<file path="config.mk">
export PLATFORM = sky130hd
export DESIGN_NAME = parking_sensor_gen
export DESIGN_NICKNAME = d
export VERILOG_FILES = /design/src/rtl/parking_pkg.sv /design/src/rtl/parking_phase_timer.sv /design/src/rtl/parking_sensor_gen.sv
export SDC_FILE = /design/constraint.sdc
export NUM_CORES = 1
export LEC_CHECK = 0
export CAP_MARGIN = 25
export CORE_MARGIN = 1
export CORE_UTILIZATION = 50
export DETAILED_ROUTE_END_ITERATION = 8
export DONT_BUFFER_PORTS = 1
export PLACE_DENSITY = 0.66
export SKIP_LAST_GASP = 1
export SLEW_MARGIN = 20
export SYNTH_ARGS = -nofsm -noshare
export SYNTH_HDL_FRONTEND = slang
export SYNTH_SLANG_ARGS = --single-unit
</file>
<file path="constraint.sdc">
create_clock -name clk -period 4.3 [get_ports clk]
set_input_delay 0.86 -clock clk [delete_from_list [all_inputs] [get_ports clk]]
set_output_delay 0.86 -clock clk [all_outputs]
set_load 0.1 [all_outputs]
</file>
<file path="src/rtl/parking_pkg.sv">
// ---------------------------------------------------------------------------
// parking_pkg: beam codes, FSM state encoding and beam lookup shared by the
// two-beam parking sensor generator, the counter and their benches.  rev 1.0
// ---------------------------------------------------------------------------
`default_nettype none

package parking_pkg;

  // {a,b} beam codes: a is the outer beam, b the inner beam
  localparam logic [1:0] SNS_NONE = 2'b00;
  localparam logic [1:0] SNS_A    = 2'b10;
  localparam logic [1:0] SNS_AB   = 2'b11;
  localparam logic [1:0] SNS_B    = 2'b01;

  typedef enum logic [2:0] {
    IDLE = 3'd0,
    P1   = 3'd1,
    P2   = 3'd2,
    P3   = 3'd3,
    GAP  = 3'd4
  } state_t;

  // Entry crosses outer then inner beam; exit is the mirror image
  function automatic logic [1:0] beam_of(input state_t st, input logic is_exit);
    logic [1:0] beam;
    beam = SNS_NONE;
    case (st)
      P1:      beam = is_exit ? SNS_B : SNS_A;
      P2:      beam = SNS_AB;
      P3:      beam = is_exit ? SNS_A : SNS_B;
      default: beam = SNS_NONE;
    endcase
    return beam;
  endfunction

  function automatic int unsigned max_u(input int unsigned x, input int unsigned y);
    return (x > y) ? x : y;
  endfunction

endpackage

`default_nettype wire

</file>
<file path="src/rtl/parking_phase_timer.sv">
// ---------------------------------------------------------------------------
// parking_phase_timer: loadable down-counter; expired is high at zero.
// rev 1.0
// ---------------------------------------------------------------------------
`default_nettype none

module parking_phase_timer #(
  parameter int W = 2
) (
  input  logic         clk,
  input  logic         reset,
  input  logic         load,
  input  logic [W-1:0] load_val,
  output logic         expired
);

  logic [W-1:0] cnt;

  // Loading N-1 keeps the current phase for exactly N cycles
  always_ff @(posedge clk or negedge reset) begin
    if (!reset) begin
      cnt <= '0;
    end else if (load) begin
      cnt <= load_val;
    end else if (cnt != '0) begin
      cnt <= cnt - W'(1);
    end
  end

  assign expired = (cnt == '0);

endmodule

`default_nettype wire

</file>
<file path="src/rtl/parking_sensor_gen.sv">
// ---------------------------------------------------------------------------
// parking_sensor_gen: turns entry/exit requests into {a,b} beam waveforms and
// tracks the occupancy the parking counter should report.  rev 1.0
// ---------------------------------------------------------------------------
`default_nettype none

module parking_sensor_gen #(
  parameter int HOLD_CYCLES = 1,
  parameter int GAP_CYCLES  = 2,
  parameter int CNT_W       = 8,
  parameter int MAX_CARS    = 255
) (
  input  logic             clk,
  input  logic             reset,
  input  logic             req_valid,
  input  logic             req_exit,
  output logic             req_ready,
  input  logic             abort,
  output logic             a,
  output logic             b,
  output logic             busy,
  output logic             done,
  output logic             reject,
  output logic [CNT_W-1:0] occ
);

  import parking_pkg::*;

  localparam int TW = $clog2(max_u(HOLD_CYCLES, GAP_CYCLES)) + 1;
  localparam logic [TW-1:0]    HOLD_LOAD = TW'(HOLD_CYCLES - 1);
  localparam logic [TW-1:0]    GAP_LOAD  = TW'(GAP_CYCLES - 1);
  localparam logic [CNT_W-1:0] OCC_MAX   = CNT_W'(MAX_CARS);

  state_t          state;
  state_t          next_state;
  logic            accept;
  logic            legal;
  logic            phase;
  logic            finish;
  logic            load;
  logic [TW-1:0]   load_val;
  logic            timer_expired;
  logic            dir_exit;
  logic            aborted;
  logic            rej_pend;

  assign req_ready = (state == IDLE);
  assign busy      = ~req_ready;
  assign accept    = req_valid & req_ready;
  assign legal     = req_exit ? (occ != '0) : (occ != OCC_MAX);
  assign phase     = (state == P1) || (state == P2) || (state == P3);
  assign finish    = (state == GAP) && timer_expired;

  parking_phase_timer #(
    .W (TW)
  ) u_timer (
    .clk      (clk),
    .reset    (reset),
    .load     (load),
    .load_val (load_val),
    .expired  (timer_expired)
  );

  always_ff @(posedge clk or negedge reset) begin
    if (!reset) begin
      state <= IDLE;
    end else begin
      state <= next_state;
    end
  end

  always_comb begin
    next_state = state;
    load       = 1'b0;
    load_val   = HOLD_LOAD;
    case (state)
      IDLE: begin
        if (accept && legal) begin
          next_state = P1;
          load       = 1'b1;
        end
      end
      P1: begin
        if (abort) begin
          next_state = GAP;
          load       = 1'b1;
          load_val   = GAP_LOAD;
        end else if (timer_expired) begin
          next_state = P2;
          load       = 1'b1;
        end
      end
      P2: begin
        if (abort) begin
          next_state = GAP;
          load       = 1'b1;
          load_val   = GAP_LOAD;
        end else if (timer_expired) begin
          next_state = P3;
          load       = 1'b1;
        end
      end
      P3: begin
        if (abort || timer_expired) begin
          next_state = GAP;
          load       = 1'b1;
          load_val   = GAP_LOAD;
        end
      end
      GAP: begin
        if (timer_expired) begin
          next_state = IDLE;
        end
      end
      default: begin
        next_state = IDLE;
      end
    endcase
  end

  // Beams are registered from the current state, so they trail the FSM by one
  // edge; an abort blanks them on the same edge the FSM jumps to GAP.
  always_ff @(posedge clk or negedge reset) begin
    if (!reset) begin
      dir_exit <= 1'b0;
      aborted  <= 1'b0;
      occ      <= '0;
      a        <= 1'b0;
      b        <= 1'b0;
      done     <= 1'b0;
      rej_pend <= 1'b0;
      reject   <= 1'b0;
    end else begin
      done     <= finish & ~aborted;
      rej_pend <= accept & ~legal;
      reject   <= rej_pend;
      if (accept && legal) begin
        dir_exit <= req_exit;
        aborted  <= 1'b0;
      end else if (phase && abort) begin
        aborted  <= 1'b1;
      end
      if (finish && !aborted) begin
        occ <= dir_exit ? (occ - CNT_W'(1)) : (occ + CNT_W'(1));
      end
      {a, b} <= (phase && abort) ? SNS_NONE : beam_of(state, dir_exit);
    end
  end

endmodule

`default_nettype wire
</file>
==> reports/metrics.yaml <==
yosys_most_used_dff: "dfrtp_1"
synth_cell_types: 43
clock_sinks: 20
drive_above_1_share: 0.140
floorplan.io_pins: 19
report.final.hold_viol_count: 0
tightestPinTransition_ns: 1.04
htree_num_levels: 1
num-nets-final: 150
worstPathRequired_ns: 3.44
synth_area_sq_um: 1270
max_cap_viol_count: 0
post-route-min-period_ns: 3.20
die_h_microns: 52.4
postCtsSetupRepairBufs: 0
criticalPathCategory: "reg -> out"
setup_tns_ns: 0
max_stage_delay_ns: 0.60
vias: 940
totalWireLength_microns: 2440
layout_setup_ws_ns: 1.10
async_flop_share: 1.00
slew-limit-headroom: 0.309
ctsLongestPathBuffers: 2
rows: 17
start_kind: "flip-flop"
core_area_sq_um: 2300
place.gp.congestion: 0.847
synth_edf_count: 0
syn_inst: 132
cts_buffers: 3
grt-ovfl-total: 0
timing.final.crit_share: 0.744
seq_area_frac_synth: 0.394
die-area_sq_um: 2740
die_w_microns: 52.4
fin_worst_skew_ns: 0.00596
yosys_warnings: 0
cts_tree: "yes"
antenna_found_initial: 0
via_per_inst: 5.73
hold_buffers: 0
fillers: 195
grt_max_degree: 21
place_ws_ns: 1.46
cp_max_fo: 10
grt_setup_unrepaired: "no"
areaGrowthSynthToFinish_pct: 5.82
dp_cells: 160
grt_pass1_vias: 879
clock-root-buffer: "clkbuf_4"
post_drt_wl_per_cell_microns: 14.9
slew_violations: 0
clock_latency_ns: 0.31
antenna_left: 0
track_usage: 0.209
antenna_cells: 0
avgSynthCellArea_sq_um: 9.61
cts-resized-gates: 0
max_freq_ghz: 0.313
endpoint_kind: "output pin"
synth_nets: 145
clk_pin_slew_worst_paths_ns: 0.12
grt_pass1_wl_microns: 4060
io_buffers: 0
min_path_type: "in -> async"
drt-initial-drc-count: 20
final_common_cell: "dfrtp_1"
drt_pass1_iterations: 4
critPathArrivalTime_ns: 2.34
finalSetupViolations: 0
route.detailed.drc: 0
crit_path_top_delay_cell: "inv_1"
critPathBufInv: 1
start_util: 0.552
crit_chain: "or2_4, nor2_4, inv_1"
path_delay_family: "simple AND/OR/NAND/NOR gates"
fin_cells: 164
dp.final_hpwl_microns: 1800
yosys_register_bits: 20
final_cell_mix: "dfrtp_1 (20), inv_1 (10), nand2_1 (9), o21ai_0 (9)"
final_util: 0.584
status: "complete, no violations"
## per-layer routing
layer	vias to the layer above	wire length, microns	track usage
li1	466	-	-
met1	444	1140	0.288
met2	27	1140	0.302
met3	3	126	0.0435
met4	0	32	0.114
met5	-	0	0
## metrics by stage
step           hold WS [ns]  area (sq um)
2_1_floorplan         0.331          1270
6_report              0.218          1340
5_1_grt               0.190          1340
4_1_cts               0.215          1340
3_5_place_dp          0.346          1310
3_3_place_gp          0.336          1310
## worst register-to-register path: cells and delay by family (launching register included)
kind / cells / cell delay, ns
DFF: 1 / 1.05
buffers and inverters: 1 / 0.17
adders and majority gates: 1 / 0.49
AOI/OAI and AO/OA: 2 / 0.39
and+or+nand+nor: 3 / 0.35
## synthesized netlist by cell type (2+ instances only)
master	number	area, sq um
and3_1	2	12.5
nor2b_1	2	12.5
dfrtp_1	20	500
nand2_2	2	12.5
nand3_1	4	20.0
o21ai_0	9	45.0
xor2_1	5	43.8
nor3_1	5	25.0
nand2_1	9	33.8
nor2_1	8	30.0
ha_1	7	87.6
clkbuf_1	2	7.51
o22ai_1	2	12.5
a21oi_1	8	40.0
buf_6	2	22.5
nor3b_1	2	15.0
inv_1	10	37.5
xnor2_1	4	35.0
or3_1	2	12.5
nor4b_1	2	17.5
nand2b_1	2	12.5
a21o_1	2	15.0
## path summary, 6_finish.rpt
path / startpoint / to / slack, ns / depth (start not counted)
max: state[0] / busy / 1.10 / 3
min: reset / occ[0] / 0.22 / 0
max reg2reg: occ[0] / occ[6] / 1.73 / 7
min reg2reg: rej_pend / reject / 0.36 / 0
max in group asynchronous: reset / aborted / 4.01 / 0
min in group clk: rej_pend / reject / 0.36 / 0
## area by class of cell
class / count / area, sq um / share of cell area
well taps: 28 / 35.0 / 0.0261
flip-flops and latches: 20 / 500 / 0.373
multi-input cells: 97 / 696 / 0.518
inverters: 10 / 37.5 / 0.0280
repair buffers: 5 / 37.5 / 0.0280
clock buffers: 4 / 36.3 / 0.0270
## cell families (layout without fill, tap and decap cells)
logic type | count (synthesis) | in the layout | share of synthesized area
adder cells (fa/ha/maj) | 8 | 8 | 0.0848
XOR/XNOR | 9 | 9 | 0.0621
multiplexers | 1 | 1 | 0.0118
flip-flops | 20 | 20 | 0.394
AND/OR/NAND/NOR | 48 | 48 | 0.239
buffers and inverters | 15 | 19 | 0.0572
AO/OA/AOI/OAI | 31 | 31 | 0.151
## sequential cells by signal, summed over array words and instances (netlist names)
signal       flops
done             1
rej_pend         1
occ              8
b                1
state            3
a                1
u_timer.cnt      2
dir_exit         1
aborted          1
reject           1
Power is not shown: default switching activity piles up to over one toggle a cycle in this logic, so the estimate is an artifact.
